===== src/rtl/sdram_burst_reader_if.sv =====
// Signal bundle for sdram_burst_reader: command/status, Avalon-MM burst read port
// and the FWFT output stream. master = the reader, slave = its environment.
interface sdram_burst_reader_if #(
  parameter int ADDR_W = 29,
  parameter int DATA_W = 64,
  parameter int LEN_W  = 16
);
  logic              start;
  logic [ADDR_W-1:0] start_addr;
  logic [LEN_W-1:0]  num_words;
  logic              abort;
  logic              busy;
  logic              done;
  logic [ADDR_W-1:0] avm_address;
  logic [7:0]        avm_burstcount;
  logic              avm_read;
  logic              avm_waitrequest;
  logic [DATA_W-1:0] avm_readdata;
  logic              avm_readdatavalid;
  logic              out_valid;
  logic [DATA_W-1:0] out_data;
  logic              out_ready;

  modport master (
    input  start, start_addr, num_words, abort,
    input  avm_waitrequest, avm_readdata, avm_readdatavalid, out_ready,
    output busy, done, avm_address, avm_burstcount, avm_read, out_valid, out_data
  );

  modport slave (
    output start, start_addr, num_words, abort,
    output avm_waitrequest, avm_readdata, avm_readdatavalid, out_ready,
    input  busy, done, avm_address, avm_burstcount, avm_read, out_valid, out_data
  );
endinterface


===== src/rtl/sdram_burst_reader.sv =====
// Avalon-MM burst read master feeding an FWFT FIFO; bursts are issued only when the
// FIFO has room for every beat already requested plus the new burst.
//
// state   | meaning
// S_IDLE  | waiting for start; zero-length starts pulse done without traffic
// S_ISSUE | issuing bursts of min(BURST_LEN, req_left) as credits allow
// S_WAIT  | all bursts issued, collecting remaining beats
// S_FLUSH | aborted: finish a stalled request, drop beats until none outstanding
module sdram_burst_reader #(
  parameter int ADDR_W     = 29,
  parameter int DATA_W     = 64,
  parameter int BURST_LEN  = 8,
  parameter int FIFO_DEPTH = 32,
  parameter int LEN_W      = 16
) (
  input  logic                clk,
  input  logic                rst_n,
  sdram_burst_reader_if.master bus
);
  localparam int PTR_W = $clog2(FIFO_DEPTH);
  localparam int CNT_W = PTR_W + 1;

  typedef enum logic [1:0] {S_IDLE, S_ISSUE, S_WAIT, S_FLUSH} state_t;

  state_t            state, state_nx;
  logic [ADDR_W-1:0] addr_q;
  logic [LEN_W-1:0]  req_left;
  logic [LEN_W-1:0]  rx_left;
  logic [CNT_W-1:0]  outstanding;
  logic [CNT_W-1:0]  fifo_count;
  logic [CNT_W-1:0]  credit;
  logic [7:0]        bc;
  logic              pend_q;
  logic              done_zero_q;
  logic              credit_ok;
  logic              rd_c;
  logic              accept;
  logic              abort_take;
  logic              done_c;
  logic              start_take;
  logic              discard;
  logic              push;
  logic              pop;

  logic [DATA_W-1:0] mem [FIFO_DEPTH];
  logic [PTR_W-1:0]  wr_ptr, rd_ptr;

  assign bc = (req_left >= LEN_W'(BURST_LEN)) ? 8'(BURST_LEN) : req_left[7:0];

  // FIFO slots not yet spoken for by data already buffered or still in flight
  assign credit    = CNT_W'(FIFO_DEPTH) - fifo_count - outstanding;
  assign credit_ok = credit >= CNT_W'(bc);

  assign start_take = (state == S_IDLE) && bus.start;
  assign accept     = rd_c && !bus.avm_waitrequest;
  assign discard    = (state == S_FLUSH) || abort_take;
  assign push       = bus.avm_readdatavalid && !discard;
  assign pop        = bus.out_valid && bus.out_ready;

  always_comb begin
    state_nx   = state;
    rd_c       = 1'b0;
    abort_take = 1'b0;
    done_c     = 1'b0;
    case (state)
      S_IDLE: begin
        if (bus.start && (bus.num_words != '0)) state_nx = S_ISSUE;
      end
      S_ISSUE: begin
        // a request already stalled by waitrequest must stay up until accepted
        rd_c = pend_q || credit_ok;
        if (bus.abort) begin
          abort_take = 1'b1;
          state_nx   = S_FLUSH;
        end else if (rd_c && !bus.avm_waitrequest && (req_left == LEN_W'(bc))) begin
          state_nx = S_WAIT;
        end
      end
      S_WAIT: begin
        if (rx_left == '0) begin
          done_c   = 1'b1;
          state_nx = S_IDLE;
        end else if (bus.abort) begin
          abort_take = 1'b1;
          state_nx   = S_FLUSH;
        end
      end
      S_FLUSH: begin
        rd_c = pend_q;
        if (!pend_q && (outstanding == '0)) state_nx = S_IDLE;
      end
      default: state_nx = S_IDLE;
    endcase
  end

  always_ff @(posedge clk or negedge rst_n) begin
    if (!rst_n) begin
      state       <= S_IDLE;
      addr_q      <= '0;
      req_left    <= '0;
      rx_left     <= '0;
      outstanding <= '0;
      pend_q      <= 1'b0;
      done_zero_q <= 1'b0;
    end else begin
      state       <= state_nx;
      pend_q      <= rd_c && bus.avm_waitrequest;
      done_zero_q <= start_take && (bus.num_words == '0);
      if (start_take) begin
        addr_q   <= bus.start_addr;
        req_left <= bus.num_words;
      end else if (accept) begin
        addr_q   <= addr_q + ADDR_W'(bc);
        req_left <= req_left - LEN_W'(bc);
      end
      if (start_take) begin
        rx_left <= bus.num_words;
      end else if (push && (rx_left != '0)) begin
        rx_left <= rx_left - LEN_W'(1);
      end
      // a burst accepted and a beat returned in the same cycle net out here
      outstanding <= outstanding + (accept ? CNT_W'(bc) : '0)
                     - CNT_W'(bus.avm_readdatavalid);
    end
  end

  always_ff @(posedge clk or negedge rst_n) begin
    if (!rst_n) begin
      wr_ptr     <= '0;
      rd_ptr     <= '0;
      fifo_count <= '0;
    end else if (abort_take) begin
      wr_ptr     <= '0;
      rd_ptr     <= '0;
      fifo_count <= '0;
    end else begin
      assert (!(push && !pop && (fifo_count == CNT_W'(FIFO_DEPTH))));
      if (push) wr_ptr <= wr_ptr + PTR_W'(1);
      if (pop)  rd_ptr <= rd_ptr + PTR_W'(1);
      case ({push, pop})
        2'b10:   fifo_count <= fifo_count + CNT_W'(1);
        2'b01:   fifo_count <= fifo_count - CNT_W'(1);
        default: fifo_count <= fifo_count;
      endcase
    end
  end

  always_ff @(posedge clk) begin
    if (push) mem[wr_ptr] <= bus.avm_readdata;
  end

  assign bus.busy           = (state != S_IDLE);
  assign bus.done           = done_zero_q || done_c;
  assign bus.avm_read       = rd_c;
  assign bus.avm_address    = addr_q;
  assign bus.avm_burstcount = rd_c ? bc : 8'd0;
  assign bus.out_valid      = (fifo_count != '0);
  assign bus.out_data       = bus.out_valid ? mem[rd_ptr] : '0;
endmodule


===== src/flat_wrapper.sv =====
// flat-port wrapper written by rule: the top's interface ports become plain ports
module sdram_burst_reader_flat 
#(
  parameter int ADDR_W     = 29,
  parameter int DATA_W     = 64,
  parameter int BURST_LEN  = 8,
  parameter int FIFO_DEPTH = 32,
  parameter int LEN_W      = 16
)
  (clk, rst_n, bus_start, bus_start_addr, bus_num_words, bus_abort, bus_avm_waitrequest, bus_avm_readdata, bus_avm_readdatavalid, bus_out_ready, bus_busy, bus_done, bus_avm_address, bus_avm_burstcount, bus_avm_read, bus_out_valid, bus_out_data);
  sdram_burst_reader_if #(.ADDR_W(ADDR_W), .DATA_W(DATA_W), .LEN_W(LEN_W)) bus_i ();
  input  logic clk;
  input  logic rst_n;
  input wire logic [$bits(bus_i.start)-1:0] bus_start;
  input wire logic [$bits(bus_i.start_addr)-1:0] bus_start_addr;
  input wire logic [$bits(bus_i.num_words)-1:0] bus_num_words;
  input wire logic [$bits(bus_i.abort)-1:0] bus_abort;
  input wire logic [$bits(bus_i.avm_waitrequest)-1:0] bus_avm_waitrequest;
  input wire logic [$bits(bus_i.avm_readdata)-1:0] bus_avm_readdata;
  input wire logic [$bits(bus_i.avm_readdatavalid)-1:0] bus_avm_readdatavalid;
  input wire logic [$bits(bus_i.out_ready)-1:0] bus_out_ready;
  output wire logic [$bits(bus_i.busy)-1:0] bus_busy;
  output wire logic [$bits(bus_i.done)-1:0] bus_done;
  output wire logic [$bits(bus_i.avm_address)-1:0] bus_avm_address;
  output wire logic [$bits(bus_i.avm_burstcount)-1:0] bus_avm_burstcount;
  output wire logic [$bits(bus_i.avm_read)-1:0] bus_avm_read;
  output wire logic [$bits(bus_i.out_valid)-1:0] bus_out_valid;
  output wire logic [$bits(bus_i.out_data)-1:0] bus_out_data;
  assign bus_i.start = bus_start;
  assign bus_i.start_addr = bus_start_addr;
  assign bus_i.num_words = bus_num_words;
  assign bus_i.abort = bus_abort;
  assign bus_i.avm_waitrequest = bus_avm_waitrequest;
  assign bus_i.avm_readdata = bus_avm_readdata;
  assign bus_i.avm_readdatavalid = bus_avm_readdatavalid;
  assign bus_i.out_ready = bus_out_ready;
  assign bus_busy = bus_i.busy;
  assign bus_done = bus_i.done;
  assign bus_avm_address = bus_i.avm_address;
  assign bus_avm_burstcount = bus_i.avm_burstcount;
  assign bus_avm_read = bus_i.avm_read;
  assign bus_out_valid = bus_i.out_valid;
  assign bus_out_data = bus_i.out_data;
  sdram_burst_reader #(.ADDR_W(ADDR_W), .DATA_W(DATA_W), .BURST_LEN(BURST_LEN), .FIFO_DEPTH(FIFO_DEPTH), .LEN_W(LEN_W)) u_core (.clk(clk), .rst_n(rst_n), .bus(bus_i));
endmodule

===== config.mk =====
export PLATFORM = sky130hd
export DESIGN_NAME = sdram_burst_reader_flat
export DESIGN_NICKNAME = d
export VERILOG_FILES = /design/src/rtl/sdram_burst_reader_if.sv /design/src/rtl/sdram_burst_reader.sv /design/src/flat_wrapper.sv
export SDC_FILE = /design/constraint.sdc
export NUM_CORES = 2
export LEC_CHECK = 0
export CORE_ASPECT_RATIO = 0.5
export CORE_UTILIZATION = 25
export DETAILED_ROUTE_END_ITERATION = 8
export PLACE_DENSITY = 0.48
export SLEW_MARGIN = 10
export SYNTH_ARGS = -nofsm -noshare
export SYNTH_HDL_FRONTEND = slang
export SYNTH_SLANG_ARGS = --single-unit

===== constraint.sdc =====
create_clock -name clk -period 6.8 [get_ports clk]
set_clock_uncertainty 0.05 [all_clocks]
set_input_delay 1.36 -clock clk [delete_from_list [all_inputs] [get_ports clk]]
set_output_delay 1.36 -clock clk [all_outputs]
set_load 0.03 [all_outputs]

## Word level (Yosys, flattened, before mapping)

Memory sizes are Yosys's and may differ from the RTL's.
Index checks and enable logic that the tools add are counted.

| word-level totals | value |
|---|---|
| word-level logic and storage cells | 96 |
| input port bits | 116 |
| flip-flop bits (word level) | 87 |
| bits in writable memories | 2048 |
| memories kept | 1 |

Memory list:

| memory | depth | bits a word | rd ports | clocked after memory_dff | wr ports | RTL line | text |
|---|---|---|---|---|---|---|---|
| u_core.mem | 32 | 64 | 1 | 0 | 1 | sdram_burst_reader.sv:45 | `logic [DATA_W-1:0] mem [FIFO_DEPTH];` |

| operators by class | value |
|---|---|
| add/sub/neg operators | 11 |
| muxes and demuxes | 31 |
| reductions and logical operators | 31 |
| magnitude comparators | 2 |
| equal/unequal tests | 10 |

Operators with widths:

| kind | count |
|---|---|
| $mux W16 | 4 |
| $mux W64 | 1 |
| $mux W29 | 2 |
| $logic_not A16 Y1 | 2 |
| $reduce_bool A16 Y1 | 2 |
| $add A29 B8 Y29 | 1 |
| $mux W5 | 4 |
| $eq A16 B8 Y1 | 1 |
| $ge A16 B4 Y1 const B | 1 |
| $mux W8 | 2 |
| $sub A16 B1 Y16 const B | 1 |
| $sub A16 B8 Y16 | 1 |
| $mux W2 | 6 |
| $mux W6 | 2 |
| $pmux W6 S2 | 1 |
| $logic_and A1 B1 Y1 | 11 |
| $add A5 B1 Y5 const B | 2 |
| $reduce_bool A2 Y1 | 5 |
| $pmux W2 S4 | 1 |
| $add A6 B1 Y6 const B | 1 |
| $add A6 B6 Y6 | 1 |
| $eq A2 B2 Y1 const B | 3 |
| $ge A6 B6 Y1 | 1 |
| $logic_not A6 Y1 | 1 |
| other kinds (15) | 28 |

## Longest topological paths before layout

| depth | value |
|---|---|
| depth after elaboration | 9 |
| mapped depth | 22 |

## Worst setup path after synthesis

Ideal clock, no wire load.

| timing path | value |
|---|---|
| path type | reg-to-reg |
| start | register u_core.rx_left[7] |
| end | memory u_core.mem[29][0], enable pin |
| arrival time | 4.810 ns |
| cell stages (with the launch flop) | 7 |
| period minus slack after synthesis | 5.347 ns |
| path slack | 1.453 ns |
| setup time | 0.487 ns |
| path buffers | 0 |
| cells stage by stage | dfrtp_1 > or4_4 > or4_4 > o21a_4 > o211ai_4 > nand3_4 > nor2_1 |

| on the way | value |
|---|---|
| cells in the longest elaborated chain, start to end | 8 |

Ends and longest elaborated chain:

| item | RTL line | text |
|---|---|---|
| start, declared | sdram_burst_reader.sv:28 | `logic [LEN_W-1:0] rx_left;` |
| start signal, assigned | sdram_burst_reader.sv:117 | `rx_left <= bus.num_words;` |
| start signal, assigned | sdram_burst_reader.sv:119 | `rx_left <= rx_left - LEN_W'(1);` |
| $logic_not A16 Y1 | sdram_burst_reader.sv:80 | `if (rx_left == '0) begin` |
| $mux W1 | sdram_burst_reader.sv:80 |  |
| $pmux W1 S2 | sdram_burst_reader.sv:65 | `case (state)` |
| $logic_or A1 B1 Y1 | sdram_burst_reader.sv:56 | `assign discard = (state == S_FLUSH) \|\| abort_take;` |
| $logic_not A1 Y1 | sdram_burst_reader.sv:57 | `assign push = bus.avm_readdatavalid && !discard;` |
| $logic_and A1 B1 Y1 | sdram_burst_reader.sv:57 |  |
| $mux W1 | sdram_burst_reader.sv:149 | `if (push) mem[wr_ptr] <= bus.avm_readdata;` |
| $mux W1 (implied by the code) | sdram_burst_reader.sv:149 |  |
| end, declared | sdram_burst_reader.sv:45 |  |

Every way passes these cells.

## Worst setup path after layout

| timing path | value |
|---|---|
| start | register u_core.req_left[11] |
| end | output port bus_avm_burstcount[2] |

| on the way | value |
|---|---|
| cells in the longest elaborated chain, start to end | 6 |

Ends and longest elaborated chain:

| item | RTL line | text |
|---|---|---|
| start, declared | sdram_burst_reader.sv:27 | `logic [LEN_W-1:0] req_left;` |
| start signal, assigned | sdram_burst_reader.sv:111 | `req_left <= bus.num_words;` |
| start signal, assigned | sdram_burst_reader.sv:114 | `req_left <= req_left - LEN_W'(bc);` |
| $ge A16 B4 Y1 (*) | sdram_burst_reader.sv:48 | `assign bc = (req_left >= LEN_W'(BURST_LEN)) ? 8'(BURST_LEN) : req_left[7:0];` |
| $mux W8 (*) | sdram_burst_reader.sv:48 |  |
| $ge A6 B6 Y1 | sdram_burst_reader.sv:52 | `assign credit_ok = credit >= CNT_W'(bc);` |
| $logic_or A1 B1 Y1 | sdram_burst_reader.sv:71 | `rd_c = pend_q \|\| credit_ok;` |
| $pmux W1 S2 | sdram_burst_reader.sv:65 |  |
| $mux W8 (*) | sdram_burst_reader.sv:156 | `assign bus.avm_burstcount = rd_c ? bc : 8'd0;` |
| end, declared | flat_wrapper.sv:25 | `output wire logic [$bits(bus_i.avm_burstcount)-1:0] bus_avm_burstcount;` |

Every way passes the cells marked *; elsewhere a longest branch is shown, timed or not.

==> run summary <==
The run finished with clean final reports. The clock input transition at the sequential cells of the worst setup and hold paths came out at 0.06 ns. After floorplanning, the core was divided into 150 placement rows. The sequential element share of the synthesized area came out at 75.7%. The final total power is 41,100 uW. The all-layer global routing usage is 13.3%. The synthesized netlist devotes 2.39% of its cell area to simple gates. In this run the number of H-tree levels came out at 4.

The total number of yosys warnings came out at 0. The initial utilization of the core area, before any placement, comes to 25.1%. The pin count of the biggest net entering global routing came out at 115.

The number of nets in the finished design came out at 4,479. Of the post-synthesis cell area, the part taken by muxes is 16.7%. The share of the clock period used by the worst path after layout is 92.6%. The netlist area before placement is 0.0841 mm2. For the pin with the worst max-slew slack, the measured transition is 1.28 ns. After layout, the minimum clock period comes to 6.30 ns. The number of hold buffers added after CTS came out at 0.

Input and output buffers added on the ports amount to 216. After detailed routing, the number of remaining DRC violations is 0. Counting tap cells, the placed design contains a total of 8,575 instances. Static timing analysis puts the maximum clock frequency at 159 MHz.

The die span in y is 412 um. The peak fanout along the critical path came out at 7. The maximum resistive drop on vdd came out at 0.267 mV. The first-pass GRT wire length came out at 326 mm. The final cell area excluding filler cells is 0.0996 mm2.

The critical path is of the flip-flop to primary output type. The CTS buffer count is 216. The final layout contains routed wiring with a total length of 231 mm. The worst hold path belongs to the class input pin to asynchronous set/reset pin. Once detailed placement completed, the half-perimeter wirelength came to 123 mm. The final number of setup-violating endpoints came out at 0. The detailed-route vias per instance is 4.63. The detailed router finished its first iteration with 3,411 violations. The library cell used as clock root buffer is clkbuf_16. For this design the top-level I/O count stands at 221. The final worst hold slack came out at 0.378 ns. The worst setup path is launched from a flip-flop. The multi-input gate area in the final layout came out at 0.0196 mm2. The arrival time of the worst setup path came out at 4.89 ns. The initial antenna violation count came out at 19.

The number of global-route vias before repair is 43,320. The maximum clock path buffer count is 4. The floorplan step defined a core boundary enclosing 0.334 mm2. The sequential cell area came out at 0.0637 mm2. In this run the mean area of a mapped cell was 21.3 um2.

The static leakage is 0.0306 uW. The synthesized netlist devotes 2.42% of its cell area to compound gates. Max-cap violations in this run came to 0.

Dividing the detail-routed wire length by the instance count gives 25.8 um. The residual antenna-violating net count after detailed routing came out at 0. The clock sink total is 2,135. After filler insertion, the fill cell instance count of the layout stands at 32,389. By area the synthesized netlist is led by edfxtp_1 73%, mux4_2 15%, dfrtp_1 2.6%. TritonCTS built the clock tree.

By area, the combinational part of the netlist is dominated by multiplexers. The synthesized-area fraction occupied by xor and xnor cells came out at 0.583%. At the end of routability-driven placement, the weighted congestion stood at 0.752. Counting flops with an async set or reset pin after synthesis yields a share of 4.07%. The final global-route overflow total came out at 0. The kind of end point of the critical path is a primary output. Setup repair after global routing left no endpoint under its margin.

In the synthesized netlist the dominant register cell turns out to be edfxtp_1. The startpoint identified for the worst register-to-register timing path is u_core.req_left[11]. For this run, the detailed router's first-pass iteration total came to 5. The area of the die is 0.339 mm2. Yosys mapped a number of flops with a built-in enable equal to 2,048. The area added between synthesis and finish came out at 18.5%. Clock latency on the worst-skew pair, taken at its later pin, is 0.82 ns.

Setup total negative slack on the finished layout was measured at 0 ns. After the flow finishes, the layout carries non-filler instances totaling 8,960. Synthesis inferred 2,135 register bits. The critical path starts at u_core.req_left[11]. Of the cells placed in the final design, the portion with a size suffix greater than 1 is 24.0%. The count of final hold-check violations is 0.

The die width is 822 um. The adder-cell share of the synthesized area is 0.839%. The cell count after synthesis came out at 3,949.

The required time of the critical path came out at 5.39 ns. The share of the synthesized area in the top cell type came out at 73.2%. The synthesized netlist contains 70 unique library cells. In this run the cell area measured after placement is 0.0929 mm2. The total power divided by cell area came out at 412 mW/mm2. The number of pins with negative max-slew slack in the final report is 0.

The biggest area contributor in the post-synthesis netlist is edfxtp_1. The max-slew headroom at the worst pin came out at 14.5%. The number of post-CTS setup repair buffers is 0. The total vias in the final route is 41,454.
sequential cells by signal, indices dropped and copies added, names as in the netlist:
signal and count:
u_core.outstanding 6, u_core.rx_left 16, u_core.pend_q 1, u_core.rd_ptr 5, u_core.wr_ptr 5, u_core.done_zero_q 1
u_core.req_left 16, u_core.mem 2048, u_core.fifo_count 6, u_core.bus.avm_address 29, u_core.state 2
through the flow:
stage / util [%] / worst slack, ns
finish: 29.8 / 0.501
global route: 29.8 / 0.117
CTS: 29.8 / 0.209
detailed placement: 27.8 / 1.12
global placement: 27.8 / 1.17
floorplan: - / 1.45
critical path: stages (launching register included):
cell	delay [ns]
dfrtp_1	0.42
nor4_1	0.48
nand2_1	0.25
nor3_4	0.41
nand2_1	0.21
ha_1	0.32
nand2_1	0.05
o21ai_0	0.36
a41oi_2	0.35
or2_2	0.42
nor2_1	0.11
clkdlybuf4s50_1	0.69
per-layer routing:
layer	GRT usage (%)	share of wire [%]	vias up
met4	3.21	2.3	0
li1	-	-	17191
met1	17.7	44	22920
met3	1.58	3.9	333
met5	0	0	-
met2	23.1	50	1010
what timing repair did:
item | in CTS | in global routing
endpoints found under the hold margin | 0 | 0
resized for setup | 0 | 2
setup endpoints to repair | 0 | 5
cell usage in the layout (no fill, tap or decap), types with 36 or more instances in the layout:
cell type,instances
edfxtp_1,2048
mux4_2,555
clkbuf_16,219
clkdlybuf4s50_1,215
nor2_1,119
a21oi_1,114
mux2i_1,113
nand2_1,87
dfrtp_1,82
buf_4,71
inv_1,63
buf_12,56
o21ai_0,54
ha_1,50
clkbuf_1,49
clkinv_1,43
clkinv_2,42
xnor2_1,36
mux2_2,36
area by class of cell:
cell class                      count  area share [%]
Tap cell                         4484            5.63
Clock buffer                      270            5.71
Timing Repair Buffer              342            3.82
Clock inverter                    112           0.991
Multi-Input combinational cell   1551            19.7
Inverter                           63           0.237
Antenna cell                        3         0.00754
Sequential cell                  2135            63.9
cells by family (layout without fill, tap and decap cells):
kind of cell / count (synthesis) / after routing
DFF: 2135 / 2135
muxes: 704 / 704
and+or+nand+nor: 400 / 400
AOI/OAI and AO/OA: 325 / 325
buffers and inverters: 273 / 787
xor gates and xnor gates: 56 / 56
adders and majority gates: 54 / 54
other: 2 / 15
path summary, 6_finish.rpt:
path | to | slack (ns) | depth (start not counted)
worst max-delay path | bus_avm_burstcount[2] | 0.50 | 11
worst min-delay path | u_core.outstanding[4] | 0.38 | 1
worst max register to register | u_core.outstanding[5] | 2.08 | 19
worst min register to register | u_core.req_left[15] | 0.53 | 2
max in group asynchronous | u_core.state[1] | 5.10 | 2
min in group clk | u_core.req_left[15] | 0.53 | 2
cell usage after synthesis, types with 22 or more instances:
cell / instances
o21ai_0: 54
ha_1: 50
a31oi_1: 22
nor2b_1: 27
dfrtp_1: 87
inv_1: 63
nand2_1: 90
mux2_2: 36
xnor2_1: 36
buf_2: 62
edfxtp_1: 2048
buf_1: 33
nor4_1: 24
nor2_1: 151
o22ai_1: 35
o22a_1: 24
mux2i_1: 113
a211oi_1: 30
a21oi_1: 114
clkbuf_1: 111
mux4_2: 555
where the power goes:
part           switching [uW]  total, uW  internal (uW)
Sequential                610      15800          15200
Combinational            7740      13800           6060
Clock                    4930      11500           6570
Power figures use the tool's default switching activity.
